--- src/rtl/lsbx.sv ---
// lsbx -- parametrised LED / switch / button controller on a four-register
// single-cycle I/O bus.
//
// Register map (addr):
//   0 LED    r/w  [NUM_LEDS-1:0]  led_reg
//   1 STATUS r/o  [NUM_SWI-1:0] swi_out, [8+NUM_BTN-1:8] btn_out
//   2 EVENT  r/w1c [NUM_BTN-1:0]  sticky button-press latches
//   3 CTRL   r/w  [NUM_BTN-1:0] irq_mask, [16+NUM_LEDS-1:16] blink_mask (LSB_BLINK_EN)
//
// Optional feature macro: LSB_BLINK_EN -- hardware LED blink prescaler and
// blink_mask. Undefined: leds = led_reg, CTRL[31:16] reads 0.
//
// Ports:
//   clk, rst        clock, asynchronous active-high reset
//   stb, we, addr   bus strobe, write enable, register select
//   data_in         write data
//   data_out        read data, zero unless stb & ~we
//   ack             bus acknowledge (= stb)
//   btn_in, swi_in  raw asynchronous buttons / switches
//   leds            LED drive
//   btn_out,swi_out debounced buttons / switches
//   irq             level interrupt, |(evt & irq_mask), registered

// Per-input synchroniser + debouncer.
module lsbx_dbnc #(
    parameter int DBNC_CNT = 50000
) (
    input  logic clk,
    input  logic rst,
    input  logic din,
    output logic dout
);
    localparam int CW = (DBNC_CNT > 1) ? $clog2(DBNC_CNT) : 1;

    logic [1:0]    sync;
    logic [CW-1:0] cnt;

    // Counter only runs while the synchronised level disagrees with the
    // accepted level; any agreement restarts the hold window.
    always_ff @(posedge clk or posedge rst) begin
        if (rst) begin
            sync <= '0;
            cnt  <= '0;
            dout <= 1'b0;
        end else begin
            sync <= {sync[0], din};
            if (sync[1] == dout) begin
                cnt <= '0;
            end else if (cnt == CW'(DBNC_CNT - 1)) begin
                dout <= sync[1];
                cnt  <= '0;
            end else begin
                cnt <= cnt + CW'(1);
            end
        end
    end
endmodule

module lsbx #(
    parameter int NUM_LEDS  = 8,
    parameter int NUM_BTN   = 4,
    parameter int NUM_SWI   = 4,
    parameter int DBNC_CNT  = 50000,
    parameter int BLINK_DIV = 25000000
) (
    input  logic                clk,
    input  logic                rst,
    input  logic                stb,
    input  logic                we,
    input  logic [1:0]          addr,
    input  logic [31:0]         data_in,
    output logic [31:0]         data_out,
    output logic                ack,
    input  logic [NUM_BTN-1:0]  btn_in,
    input  logic [NUM_SWI-1:0]  swi_in,
    output logic [NUM_LEDS-1:0] leds,
    output logic [NUM_BTN-1:0]  btn_out,
    output logic [NUM_SWI-1:0]  swi_out,
    output logic                irq
);
    logic                wr;
    logic [NUM_LEDS-1:0] led_reg;
    logic [NUM_BTN-1:0]  evt;
    logic [NUM_BTN-1:0]  irq_mask;
    logic [NUM_BTN-1:0]  btn_prev;
    logic [NUM_BTN-1:0]  evt_clr;

    // Only the implemented fields of data_in are consumed.
    logic unused_data;
    assign unused_data = ^data_in;

    assign ack = stb;
    assign wr  = stb & we;

    // Debouncer lanes
    genvar gi;
    generate
        for (gi = 0; gi < NUM_BTN; gi++) begin : g_btn
            lsbx_dbnc #(.DBNC_CNT(DBNC_CNT)) u_dbnc (
                .clk(clk), .rst(rst), .din(btn_in[gi]), .dout(btn_out[gi]));
        end
        for (gi = 0; gi < NUM_SWI; gi++) begin : g_swi
            lsbx_dbnc #(.DBNC_CNT(DBNC_CNT)) u_dbnc (
                .clk(clk), .rst(rst), .din(swi_in[gi]), .dout(swi_out[gi]));
        end
    endgenerate

    assign evt_clr = (wr && addr == 2'd2) ? data_in[NUM_BTN-1:0] : '0;

    // Register file, event latches and irq. A rising btn_out edge sets its
    // event bit even when a clear for that bit lands in the same cycle.
    always_ff @(posedge clk or posedge rst) begin
        if (rst) begin
            led_reg  <= '0;
            evt      <= '0;
            irq_mask <= '0;
            btn_prev <= '0;
            irq      <= 1'b0;
        end else begin
            btn_prev <= btn_out;
            evt      <= (evt & ~evt_clr) | (btn_out & ~btn_prev);
            irq      <= |(evt & irq_mask);
            if (wr && addr == 2'd0) led_reg  <= data_in[NUM_LEDS-1:0];
            if (wr && addr == 2'd3) irq_mask <= data_in[NUM_BTN-1:0];
        end
    end

`ifdef LSB_BLINK_EN
    localparam int PW = (BLINK_DIV > 1) ? $clog2(BLINK_DIV) : 1;

    logic [PW-1:0]       pre;
    logic                phase;
    logic [NUM_LEDS-1:0] blink_mask;

    // phase starts low, so blinking LEDs start dark after reset.
    always_ff @(posedge clk or posedge rst) begin
        if (rst) begin
            pre        <= '0;
            phase      <= 1'b0;
            blink_mask <= '0;
        end else begin
            if (pre == PW'(BLINK_DIV - 1)) begin
                pre   <= '0;
                phase <= ~phase;
            end else begin
                pre <= pre + PW'(1);
            end
            if (wr && addr == 2'd3) blink_mask <= data_in[16 +: NUM_LEDS];
        end
    end

    assign leds = led_reg & (~blink_mask | {NUM_LEDS{phase}});
`else
    localparam int unused_blink_div = BLINK_DIV;
    assign leds = led_reg;
`endif

    // Read mux
    always_comb begin
        data_out = '0;
        if (stb && !we) begin
            case (addr)
                2'd0: data_out[NUM_LEDS-1:0] = led_reg;
                2'd1: begin
                    data_out[NUM_SWI-1:0]  = swi_out;
                    data_out[8 +: NUM_BTN] = btn_out;
                end
                2'd2: data_out[NUM_BTN-1:0] = evt;
                default: begin
                    data_out[NUM_BTN-1:0] = irq_mask;
`ifdef LSB_BLINK_EN
                    data_out[16 +: NUM_LEDS] = blink_mask;
`endif
                end
            endcase
        end
    end
endmodule

--- config.mk ---
export PLATFORM = sky130hd
export DESIGN_NAME = lsbx
export DESIGN_NICKNAME = d
export VERILOG_FILES = /design/src/rtl/lsbx.sv
export SDC_FILE = /design/constraint.sdc
export NUM_CORES = 1
export LEC_CHECK = 0
export ABC_AREA = 0
export BUFFER_PORTS_ARGS = -buffer_cell sky130_fd_sc_hd__buf_4
export CORE_MARGIN = 3
export CORE_UTILIZATION = 45
export CTS_BUF_LIST = sky130_fd_sc_hd__clkbuf_4 sky130_fd_sc_hd__clkbuf_8
export DETAILED_ROUTE_END_ITERATION = 12
export HOLD_SLACK_MARGIN = 0.1
export SYNTH_ARGS = -nofsm -noshare
export SYNTH_HDL_FRONTEND = slang
export SYNTH_SLANG_ARGS = --single-unit
--- constraint.sdc ---
create_clock -name clk -period 11.1 [get_ports clk]
set_input_delay 2.22 -clock clk [delete_from_list [all_inputs] [get_ports clk]]
set_output_delay 2.22 -clock clk [all_outputs]
set_load 0.01 [all_outputs]
======== Word-level counts from Yosys, hierarchy flattened ========
Cells that the tools add are included.
word-level totals
  flip-flop bits (word level) ............. 173
  output and inout port bits .............. 50
cells by class
  reductions and logical operators ........ 15
  $add $sub $neg .......................... 8
  eq/ne operators ......................... 19
  bitwise logic cells ..................... 15
  multiplexer cells ....................... 21
operator list
  kind                                                                    number
  16-bit two-way mux                                                      16
  16-bit by 1-bit adder with 16-bit output (second input constant)        8
  16-bit equality test (second input constant)                            8
  2-bit AND reduction                                                     8
  4-bit bitwise AND                                                       3
  12-bit two-way mux                                                      1
  4-bit two-way mux                                                       3
  4-bit case mux with 3 select lines                                      1
  1-bit equality test                                                     8
  1-bit NOT                                                               8
  4-bit NOT                                                               2
  2-bit equality test (second input constant)                             2
  1-bit logical AND                                                       4
  4-bit OR                                                                1
  4-bit OR reduction                                                      1
  2-bit by 1-bit equality test with 1-bit output (second input constant)  1
  2-bit zero test                                                         1
  1-bit bitwise AND                                                       1
  1-bit zero test                                                         1

======== Longest topological paths before layout ========
  depth in word-level cells ............... 6
  depth in mapped cells ................... 6

======== By module ========
From an unflattened synthesis, not the netlist that was laid out.
unflattened totals
  cells, all modules ...................... 801
  area total of the unflattened synthesis .. 9068.7 um^2
by module, submodules not included
  module     area an instance (um^2)  cells an instance  sequential area each (um^2)  instances
  lsbx_dbnc  982.2                    87                 475.5                        8
  lsbx       1211.2                   105                525.5                        1

======== Least setup slack after synthesis ========
OpenSTA, ideal clock, no wires.
  kind .................................... input port to output port
  start ................................... in addr[0]
  end ..................................... out data_out[0]
  arrival time ............................ 3.262 ns
  stages .................................. 3
  required time ........................... 8.880 ns
  setup slack ............................. 5.618 ns
  cells stage by stage .................... clkbuf_1 mux4_2 nor2b_1
between the ends
  cells in the longest elaborated chain, start to end .. 3
  elaborated cells on any way between the ends .. 5
  classes of those cells .................. 2 x eq/ne; 2 x mux; 1 x reduce/logical
ends and longest elaborated chain
  what                                               RTL line  source
  start: declaration                                 70        input logic [1:0] addr,
  2-bit equality test, or another cell as far along  162       case (addr)
  4-bit case mux with 3 select lines *               162
  12-bit two-way mux *                               161       if (stb && !we) begin
  end: declaration                                   72        output logic [31:0] data_out,
Every way passes the cells marked *; elsewhere a longest branch is shown, timed or not.

======== Worst setup path in the final report ========
  start ................................... in we
  end ..................................... out data_out[10]
between the ends
  cells in the longest elaborated chain, start to end .. 3
ends and longest elaborated chain
  what                RTL line  source
  start: declaration  69        input logic we,
  1-bit zero test     161
  1-bit logical AND   161
  12-bit two-way mux  161
Every way passes these cells.

==> summary.txt <==
Status
  – Outcome: finished clean

Worst setup path
  – WS Path Type: in -> out
  – CP most frequent cell: buf_4
  – Crit-path cells: buf_4, nand2b_1, nor3b_1, and2_1, buf_4
  – Reg2reg setup slack: between 8 and 9 ns
  – Setup crit end kind: output pin
  – CP max stage delay: around 0.66 ns
  – CP max FO: 6
  – Worst R2R End: g_swi[1].u_dbnc.cnt[11]
  – Reg-to-reg startpoint: g_swi[1].u_dbnc.cnt[0]
  – Buf/Inv on CP: 2
  – Crit path DAT: between 3 and 4 ns
  – Slowest-stage cell, CP: nor3b_1
  – Crit-path leading delay family: simple AND/OR/NAND/NOR gates
  – Critical path launch point type: input port
  – Worst r2r path cells: 5
  – Critical Path RT: between 8 and 9 ns

Pwr
  – Internal power: 0.000942 W
  – Worst VDD drop: ~0.083 mV
  – Combinational group share of total power: roughly 6.4%
  – Flop pwr share: 54.3%
  – Pleak: between 3 and 4 nW
  – Switching Share: a little under a quarter
  – Clock power share: about two fifths
  – Net Sw Power: between 0.0002 and 0.0003 W
  – Pwr dens: approximately 130 nW/µm²

Synth
  – Most frequent cell after synthesis: dfrtp_1
  – Post-synth EDFFs: 0
  – Syn Area/Cell: roughly 10 µm²
  – Netlist Area Pre-Place: 8180 µm²
  – Synth area leaders: dfrtp_1, xnor2_1, nor2_1, buf_4, mux2_2
  – Dominant cell type by area after synthesis: dfrtp_1
  – Synth Register Bits: between 150 and 200
  – Top cell type's share of synthesized area: around 53%
  – Share of flip-flops with an asynchronous set or reset: between 90% and 100%
  – Synthesis Warnings: 0
  – Main synth FF type: dfrtp_1
  – Gate Count Post-Synth: roughly 800
  – Most frequent cells after synthesis: dfrtp_1, nor2_1, xnor2_1
  – Register area share after synthesis: between 50% and 60%
  – Post-synthesis cell type count: between 40 and 50

Timing
  – Worst setup margin: roughly 5.2 ns
  – Final TNS setup: 0 ns
  – Slew Viols, Final: 0
  – Slew @ Worst Pin: about 0.94 ns
  – Setup violators final: 0
  – Setup Skew: 0.0104 ns
  – Worst hold slack: 0.352 ns
  – Fmax: ~170 MHz
  – RSZ-0062 raised after global routing: false
  – Tcrit/Tclk final: between 50% and 60%
  – Hold Violations, Final: 0
  – Slew HR: between 30% and 40%
  – Tmin final: 5.89 ns

Final layout
  – Design area: 9110 µm²
  – Ant. Diodes: 0
  – Register area: between 4000 and 5000 µm²
  – FILL cells: 1628
  – Area of the multi-input gates: between 3000 and 4000 µm²
  – Share of layout cells above drive strength 1: 14.6%
  – Final core occ: roughly half
  – Fin nets: roughly 890
  – Area Overhead vs Synth: 11.4%

Routing
  – DRC viols: 0
  – DRC marker count from the first detailed-route iteration: between 200 and 300
  – Antenna viol nets, final: 0
  – Drt total wl: roughly 16000 µm
  – Vias: approximately 5700
  – Drt via density: 5.30
  – TritonRoute pass-1 iters: 4
  – Average routed wire per standard cell: ~15 µm

Floorplan
  – Die height: ~140 µm
  – Core area: around 18000 µm²
  – Die area: slightly below 20000 µm²
  – Boundary pin count: 96
  – Die X: roughly 140 µm
  – Row cnt: 48
  – Initial core utilization: 46.7%

Placed design
  – Hpwl dp: around 11000 µm
  – Placed Area: 8680 µm²
  – Gpl congestion: approximately 0.80
  – IO buf count: a little over 50
  – Dpl ws: about 5 ns

Clock network
  – CTS tree: done
  – TritonCTS sink count: ~170
  – Clock transition at path regs: 0.08 ns
  – Clk_lat worst skew: 0.44 ns
  – CTS buffer count: 17
  – Cts-stage hold buffer count: 0
  – Postcts setup bufs: 0
  – Cts repair resizes: 0
  – Htree depth: 4
  – Root Buffer: clkbuf_8
  – Clk buf depth: 2

Hold path
  – Min-delay src: g_btn[0].u_dbnc.sync[0]
  – Hold Path Class: reg -> reg
  – Worst Hold End: g_btn[0].u_dbnc.sync[1]
  – Hold depth: 0

Global routing
  – First-pass GRT wire length: 27200 µm
  – Largest net degree at the start of global routing: 97
  – Remaining global-route overflow: 0
  – Initial antenna violation count: 0
  – Vias in the first global route: ~5600
  – Total track usage: around 17%

Job
  – Maximum Capacitance Violations: 0
[cell type report]
type,instances,share of cell area (%)
clock buffer,20,2.95
timing repair buffer,55,4.53
clock inverter,12,1.84
inverter,29,1.25
tap,225,3.09
multi-input combinational,558,38.8
sequential,173,47.5
[kinds of logic (layout without fill, tap and decap cells)]
family	after synthesis	in the layout	synth area share [%]
AO/OA/AOI/OAI	23	23	2.16
flip-flops	173	173	52.9
AND/OR/NAND/NOR	370	370	23.0
adder cells (fa/ha/maj)	8	8	1.22
buffers and inverters	70	116	4.68
other	1	20	0.0458
XOR/XNOR	113	113	12.1
multiplexers	24	24	3.90
[layout by cell type, fill, tap and decap left out, types with 5 or more instances in the layout]
| master | instances |
|---|---|
| nand3_1 | 40 |
| or3_1 | 7 |
| mux2_2 | 19 |
| nor4b_1 | 5 |
| dfrtp_1 | 173 |
| conb_1 | 20 |
| nor4_1 | 31 |
| ha_1 | 8 |
| and2_1 | 8 |
| a21oi_1 | 7 |
| clkbuf_8 | 19 |
| nand4_1 | 32 |
| nor3_1 | 27 |
| inv_1 | 28 |
| xor2_1 | 24 |
| clkinv_2 | 5 |
| nor4bb_1 | 7 |
| and3_1 | 10 |
| nor2_1 | 138 |
| nand2_1 | 38 |
| xnor2_1 | 89 |
| buf_4 | 55 |
[metal layers]
| layer | routed length [µm] | up-vias | GRT usage [%] | part of all wire [%] |
|---|---|---|---|---|
| met1 | 7200 | 2815 | 22.5 | 45 |
| met5 | 0 | - | 0 | 0 |
| met3 | 648 | 20 | 3.36 | 4.1 |
| met2 | 7750 | 105 | 27.3 | 49 |
| met4 | 237 | 0 | 5.66 | 1.5 |
| li1 | - | 2739 | - | - |
[metrics by stage]
step | power (W) | cells
after floorplan | 0.000729 | 801
final | 0.00123 | 1072
after CTS | 0.00124 | 1072
after global placement | 0.000756 | 1040
after detailed placement | 0.000759 | 1040
after global routing | 0.00128 | 1072
[worst reg2reg max path, stage by stage (launching register included)]
cell and delay [ns]:
dfrtp_1 0.41, ha_1 0.21, nand3_1 0.30, o41ai_2 0.77, buf_4 0.29, nor2_1 0.07
[power by group through the flow]
stage	Clock (W)	Sequential, W	Combinational [W]
CTS	0.000497	0.000666	0.0000810
detailed placement	0	0.000678	0.0000808
global route	0.000526	0.000669	0.0000880
floorplan	0	0.000677	0.0000521
global placement	0	0.000677	0.0000781
finish	0.000481	0.000666	0.0000785
[sequential cells by signal (all words and copies together) (netlist names), 8 cells and up]
name,count
g_btn.u_dbnc.cnt,64
g_swi.u_dbnc.cnt,64
g_btn.u_dbnc.sync,8
g_swi.u_dbnc.sync,8
leds,8
[how the worst max path moves through the flow]
stage / start / endpoint / slack [ns] / depth (start not counted)
final: we / data_out[10] / 5.21 / 5
after global placement: we / data_out[10] / 5.16 / 5
after CTS: we / data_out[10] / 5.12 / 5
after floorplan: rst / btn_prev[0] / 4.19 / 1
after detailed placement: we / data_out[10] / 5.12 / 5
after global routing: we / data_out[10] / 5.06 / 5
(Power assumes the default switching activity.)
